===== config.mk =====
export PLATFORM = sky130hd
export DESIGN_NAME = mtpsa_to_sdnet_mc
export DESIGN_NICKNAME = d
export VERILOG_FILES = /design/src/rtl/mtpsa_bridge_pkg.sv /design/src/rtl/mtpsa_bridge_chan.sv /design/src/rtl/mtpsa_to_sdnet_mc.sv
export SDC_FILE = /design/constraint.sdc
export NUM_CORES = 1
export LEC_CHECK = 0
export ABC_AREA = 1
export BUFFER_PORTS_ARGS = -buffer_cell sky130_fd_sc_hd__buf_2
export CAP_MARGIN = 40
export CORE_MARGIN = 2
export CORE_UTILIZATION = 40
export DETAILED_ROUTE_END_ITERATION = 7
export MAX_ROUTING_LAYER = met4
export PLACE_DENSITY_LB_ADDON = 0.05
export SKIP_CTS_REPAIR_TIMING = 1
export SYNTH_ARGS = -nofsm -noshare
export SYNTH_HDL_FRONTEND = slang
export SYNTH_HIERARCHICAL = 1
export SYNTH_SLANG_ARGS = --single-unit

===== constraint.sdc =====
create_clock -name axis_aclk -period 2.6 [get_ports axis_aclk]
set_input_delay 0.13 -clock axis_aclk [delete_from_list [all_inputs] [get_ports axis_aclk]]
set_output_delay 0.13 -clock axis_aclk [all_outputs]
set_load 0.1 [all_outputs]

===== src/rtl/mtpsa_bridge_pkg.sv =====
// Shared types and defaults for the SUME-to-SDNet packet-boundary bridge.
package mtpsa_bridge_pkg;

   typedef enum logic {
      FIRST = 1'b0,
      WAIT  = 1'b1
   } chan_state_e;

   localparam int unsigned NUM_CH_DEFAULT    = 8;
   localparam int unsigned CNT_WIDTH_DEFAULT = 32;
   localparam int unsigned MAX_BEATS_DEFAULT = 512;

endpackage


===== src/rtl/mtpsa_bridge_chan.sv =====
// One stream channel: SOP/EOP tracking, tuple strobe, beat watchdog and packet statistics.
module mtpsa_bridge_chan
   import mtpsa_bridge_pkg::*;
#(
   parameter int unsigned CNT_WIDTH = CNT_WIDTH_DEFAULT,
   parameter int unsigned MAX_BEATS = MAX_BEATS_DEFAULT
) (
   input  logic                 axis_aclk,
   input  logic                 axis_reset,
   input  logic                 tvalid,
   input  logic                 tlast,
   input  logic                 tready,
   input  logic                 clr_stats,
   output logic                 tuple_valid_c,
   output logic                 tlast_c,
   output logic                 in_packet,
   output logic [CNT_WIDTH-1:0] pkt_count,
   output logic                 err_oversize
);

   localparam int unsigned       BEAT_W   = $clog2(MAX_BEATS + 1);
   localparam logic [BEAT_W-1:0] BEAT_MAX = BEAT_W'(MAX_BEATS);

   chan_state_e          state, state_nxt;
   logic [BEAT_W-1:0]    beat_cnt, beat_nxt;
   logic [CNT_WIDTH-1:0] cnt_nxt;
   logic                 err_nxt;
   logic                 acc;

   assign acc       = tvalid & tready;
   assign in_packet = (state == WAIT);
   assign tlast_c   = tvalid & tlast & ~axis_reset;

   always_ff @(posedge axis_aclk or posedge axis_reset) begin
      if (axis_reset) begin
         state        <= FIRST;
         beat_cnt     <= '0;
         pkt_count    <= '0;
         err_oversize <= 1'b0;
      end else begin
         state        <= state_nxt;
         beat_cnt     <= beat_nxt;
         pkt_count    <= cnt_nxt;
         err_oversize <= err_nxt;
      end
   end

   always_comb begin
      state_nxt     = state;
      beat_nxt      = beat_cnt;
      cnt_nxt       = pkt_count;
      err_nxt       = err_oversize;
      tuple_valid_c = 1'b0;

      case (state)
         FIRST: begin
            if (acc) begin
               tuple_valid_c = ~axis_reset;
               if (tlast) begin
                  cnt_nxt = pkt_count + CNT_WIDTH'(1);
               end else begin
                  state_nxt = WAIT;
                  beat_nxt  = BEAT_W'(1);
               end
            end
         end
         WAIT: begin
            if (acc) begin
               // A beat arriving with the counter already at the limit is one too many.
               if (beat_cnt == BEAT_MAX) begin
                  err_nxt = 1'b1;
               end
               if (tlast) begin
                  state_nxt = FIRST;
                  beat_nxt  = '0;
                  cnt_nxt   = pkt_count + CNT_WIDTH'(1);
               end else if (beat_cnt != BEAT_MAX) begin
                  beat_nxt = beat_cnt + BEAT_W'(1);
               end
            end
         end
         default: begin
            state_nxt = FIRST;
         end
      endcase

      // Statistics clear wins over any same-cycle count or flag update.
      if (clr_stats) begin
         cnt_nxt = '0;
         err_nxt = 1'b0;
      end
   end

endmodule


===== src/rtl/mtpsa_to_sdnet_mc.sv =====
// Multi-channel SUME AXI-Stream to per-tenant SDNet boundary bridge.
module mtpsa_to_sdnet_mc
   import mtpsa_bridge_pkg::*;
#(
   parameter int unsigned NUM_CH    = NUM_CH_DEFAULT,
   parameter int unsigned CNT_WIDTH = CNT_WIDTH_DEFAULT,
   parameter int unsigned MAX_BEATS = MAX_BEATS_DEFAULT
) (
   input  logic                        axis_aclk,
   input  logic                        axis_reset,
   input  logic [NUM_CH-1:0]           SUME_axis_tvalid,
   input  logic [NUM_CH-1:0]           SUME_axis_tlast,
   input  logic [NUM_CH-1:0]           SUME_axis_tready,
   input  logic                        clr_stats,
   output logic [NUM_CH-1:0]           SDNet_tuple_VALID,
   output logic [NUM_CH-1:0]           SDNet_axis_TLAST,
   output logic [NUM_CH-1:0]           in_packet,
   output logic [NUM_CH*CNT_WIDTH-1:0] pkt_count,
   output logic [NUM_CH-1:0]           err_oversize
);

   for (genvar i = 0; i < NUM_CH; i++) begin : g_ch
      mtpsa_bridge_chan #(
         .CNT_WIDTH (CNT_WIDTH),
         .MAX_BEATS (MAX_BEATS)
      ) u_chan (
         .axis_aclk     (axis_aclk),
         .axis_reset    (axis_reset),
         .tvalid        (SUME_axis_tvalid[i]),
         .tlast         (SUME_axis_tlast[i]),
         .tready        (SUME_axis_tready[i]),
         .clr_stats     (clr_stats),
         .tuple_valid_c (SDNet_tuple_VALID[i]),
         .tlast_c       (SDNet_axis_TLAST[i]),
         .in_packet     (in_packet[i]),
         .pkt_count     (pkt_count[i*CNT_WIDTH +: CNT_WIDTH]),
         .err_oversize  (err_oversize[i])
      );
   end

endmodule


==> qor.csv <==
metric;value;unit
largest net degree at the start of global routing;45;
CTS Root Cell;clkbuf_16;
DR pass1 iterations;6;
Hold Vio Cnt, Final;1;
synth top area cells;dfrtp_1 (41%), nand2_1 (15%), nor2_1 (9.8%), nand3_1 (6.4%), inv_1 (5.9%);
Max Root-Sink Buffers;3;
Peak Freq;0.494;GHz
post-synthesis net count;3155;
slew margin rel.;58.3;%
synthesized flop and latch total;352;
grt ovf;0;
vias per std cell;5.04;
Final WS setup;0.576;ns
clock latency on the worst-skew pair;0.57;ns
Layout area overhead;18.6;%
initial antenna violation count;1;
grt met2 use;36.0;%
total number of vias;21112;
post-DP HPWL;47500;um
number of port buffers;314;
drt drc;0;
Initial DRC Count;1468;
Startpoint Class;primary input;
CTS tree;done;
area leader, netlist;dfrtp_1;
# IOs;315;
setup_tns;0;ns
Crit. End Element;output pin;
Clock Skews;0.0142;ns
Hold Path Class;primary input to flip-flop;
post-DR wirelength/cell;15.1;um
post-layout util;48.1;%
Worst EP arrival;1.89;ns
WHS;-0.00238;ns
clock sinks;352;
Die Span X;235;um
Distinct cells, synth;28;
core area;0.0528;mm2
Crit Path Max Fanout;13;
ys async rst share;100;%
Cell Pwr Density;508;mW/mm2
Slew @ Worst Pin;0.626;ns
clk slew on worst S/H paths;0.05;ns
Pleak;0.0122;uW
H-tree depth;2;
fin nets;3520;
Cell Area, Synth;0.0214;mm2
EDFF count, synth;0;
CTS buffer count;45;
Die ar.;0.0554;mm2
critical path class;primary input to output pin;
pre-CTS WS;0.791;ns
gr usage total;23.1;%
YS warnings;6;
ratio of cells with drive above 1 in the final layout;16.0;%
Layout fillers;5396;
failing checks;negative hold slack;
Req. time, crit path;2.47;ns
first-pass GRT wire length;103000;um
RSZ-0062 raised after global routing;false;
Syn Area/Cell;6.90;um2
maxcap violations;0;
post-synth top area share;41.1;%
FF/Latch Area;0.00881;mm2
die height;235;um
Final setup viols;0;
GR Util met3;4.17;%
Max VDD drop;0.000440;V
outcome;finished with violations;
post-synthesis sequential area ratio;41.1;%
area occupied by multi-input gates;0.0110;mm2
overall routed net length;63200;um
floorplan row count;84;
GPL Wtd Cong;0.929;
GR Layer Usage met1;30.1;%
final period utilization;77.8;%
cells after synthesis;3104;
Starting Density;40.6;%
Top Usage Layer GRT;met2;
Slew Limit Fails;0;
Period minus WS final;2.02;ns
vias in the first global route;19944;
Top FF cell, synth;dfrtp_1;
DRT antenna net count;0;
-- report_power, final --
part | internal (uW) | switching, uW | leakage [uW] | total [uW]
combinational | 292 | 905 | 0.00663 | 1200
sequential | 5580 | 117 | 0.00487 | 5690
clock | 3580 | 2440 | 0.000716 | 6020
total | 9450 | 3470 | 0.0122 | 12900
-- layout make-up --
class / instances / area share [%]
repair buffers: 358 / 7.81
flip-flops and latches: 352 / 34.7
clock inverters: 13 / 0.271
well taps: 688 / 3.39
clock buffers: 68 / 5.33
diodes: 1 / 0.00985
multi-input cells: 2360 / 43.3
inverters: 352 / 5.24
-- per-layer routing --
layer  up-vias  routed length (um)
met5         -                   0
met4         0                1940
met3       122                3370
met2       484               29100
met1      9842               28800
li1      10664                   -
-- Yosys cell counts, drive strengths merged, types with 16 or more instances --
| cell type | number |
|---|---|
| nand2 | 896 |
| nor2 | 632 |
| dfrtp | 352 |
| inv | 344 |
| nand3 | 288 |
| a21oi | 200 |
| o21ai | 152 |
| nand4 | 56 |
| buf | 40 |
| nor3 | 32 |
| ha | 24 |
| nor3b | 16 |
| o211ai | 16 |
-- per-stage QoR --
stage / hold slack [ns] / cell area, um2 / power, uW / instances
after floorplan: 0.193 / 21500 / 6660 / 3104
after global placement: 0.503 / 23800 / 6960 / 4091
after detailed placement: 0.288 / 23800 / 6980 / 4092
after CTS: -0.335 / 25200 / 13100 / 4173
after global routing: 0.000975 / 25400 / 13500 / 4192
final: -0.00238 / 25400 / 12900 / 4192
-- sequential cells by signal, indices dropped and copies added (netlist names), named ones only --
register	flops
g_ch.u_chan/pkt_count	256
g_ch.u_chan/beat_cnt	80
g_ch.u_chan/err_oversize	8
-- critical path: stages --
cell and delay (ns):
dlygate4sd3_1 0.53, buf_2 0.27, buf_12 0.23, nor3_2 0.24, buf_2 0.47
-- placed cells by master, fill, tap and decap left out --
| cell type | n |
|---|---|
| a21oi_1 | 200 |
| and2_1 | 8 |
| buf_12 | 3 |
| buf_2 | 314 |
| buf_4 | 23 |
| clkbuf_1 | 11 |
| clkbuf_16 | 47 |
| clkbuf_8 | 10 |
| clkinv_1 | 2 |
| clkinv_2 | 20 |
| dfrtp_1 | 352 |
| diode_2 | 1 |
| dlygate4sd3_1 | 18 |
| ha_1 | 24 |
| inv_1 | 328 |
| inv_2 | 14 |
| inv_6 | 1 |
| nand2_1 | 872 |
| nand2_2 | 16 |
| nand2_4 | 8 |
| nand3_1 | 272 |
| nand3_4 | 16 |
| nand3b_1 | 8 |
| nand4_1 | 56 |
| nor2_1 | 560 |
| nor2_2 | 48 |
| nor2_4 | 24 |
| nor3_1 | 24 |
| nor3_2 | 8 |
| nor3b_1 | 16 |
| o211ai_1 | 16 |
| o21a_1 | 8 |
| o21ai_0 | 152 |
| or2_2 | 8 |
| xnor2_1 | 8 |
| xor2_1 | 8 |
-- cell families after synthesis --
logic type | after synthesis | synth area share, %
AO/OA/AOI/OAI | 376 | 9.07
flip-flops | 352 | 41.1
XOR/XNOR | 16 | 0.654
buffers and inverters | 392 | 7.76
AND/OR/NAND/NOR | 1944 | 40.0
adder cells (fa/ha/maj) | 24 | 1.40
-- final timing paths --
path	from	end	slack, ns	depth (start not counted)
max in group asynchronous	axis_reset	g_ch[2].u_chan/beat_cnt[7]	1.35	5
max	axis_reset	SDNet_tuple_VALID[5]	0.58	5
max reg2reg	g_ch[6].u_chan/pkt_count[0]	g_ch[6].u_chan/pkt_count[26]	0.86	9
min in group asynchronous	axis_reset	g_ch[0].u_chan/err_oversize	0.23	3
min reg2reg	g_ch[2].u_chan/err_oversize	g_ch[2].u_chan/err_oversize	0.52	2
min	SUME_axis_tlast[0]	g_ch[0].u_chan/beat_cnt[6]	-0.002	4
Power figures use the tool's default switching activity.
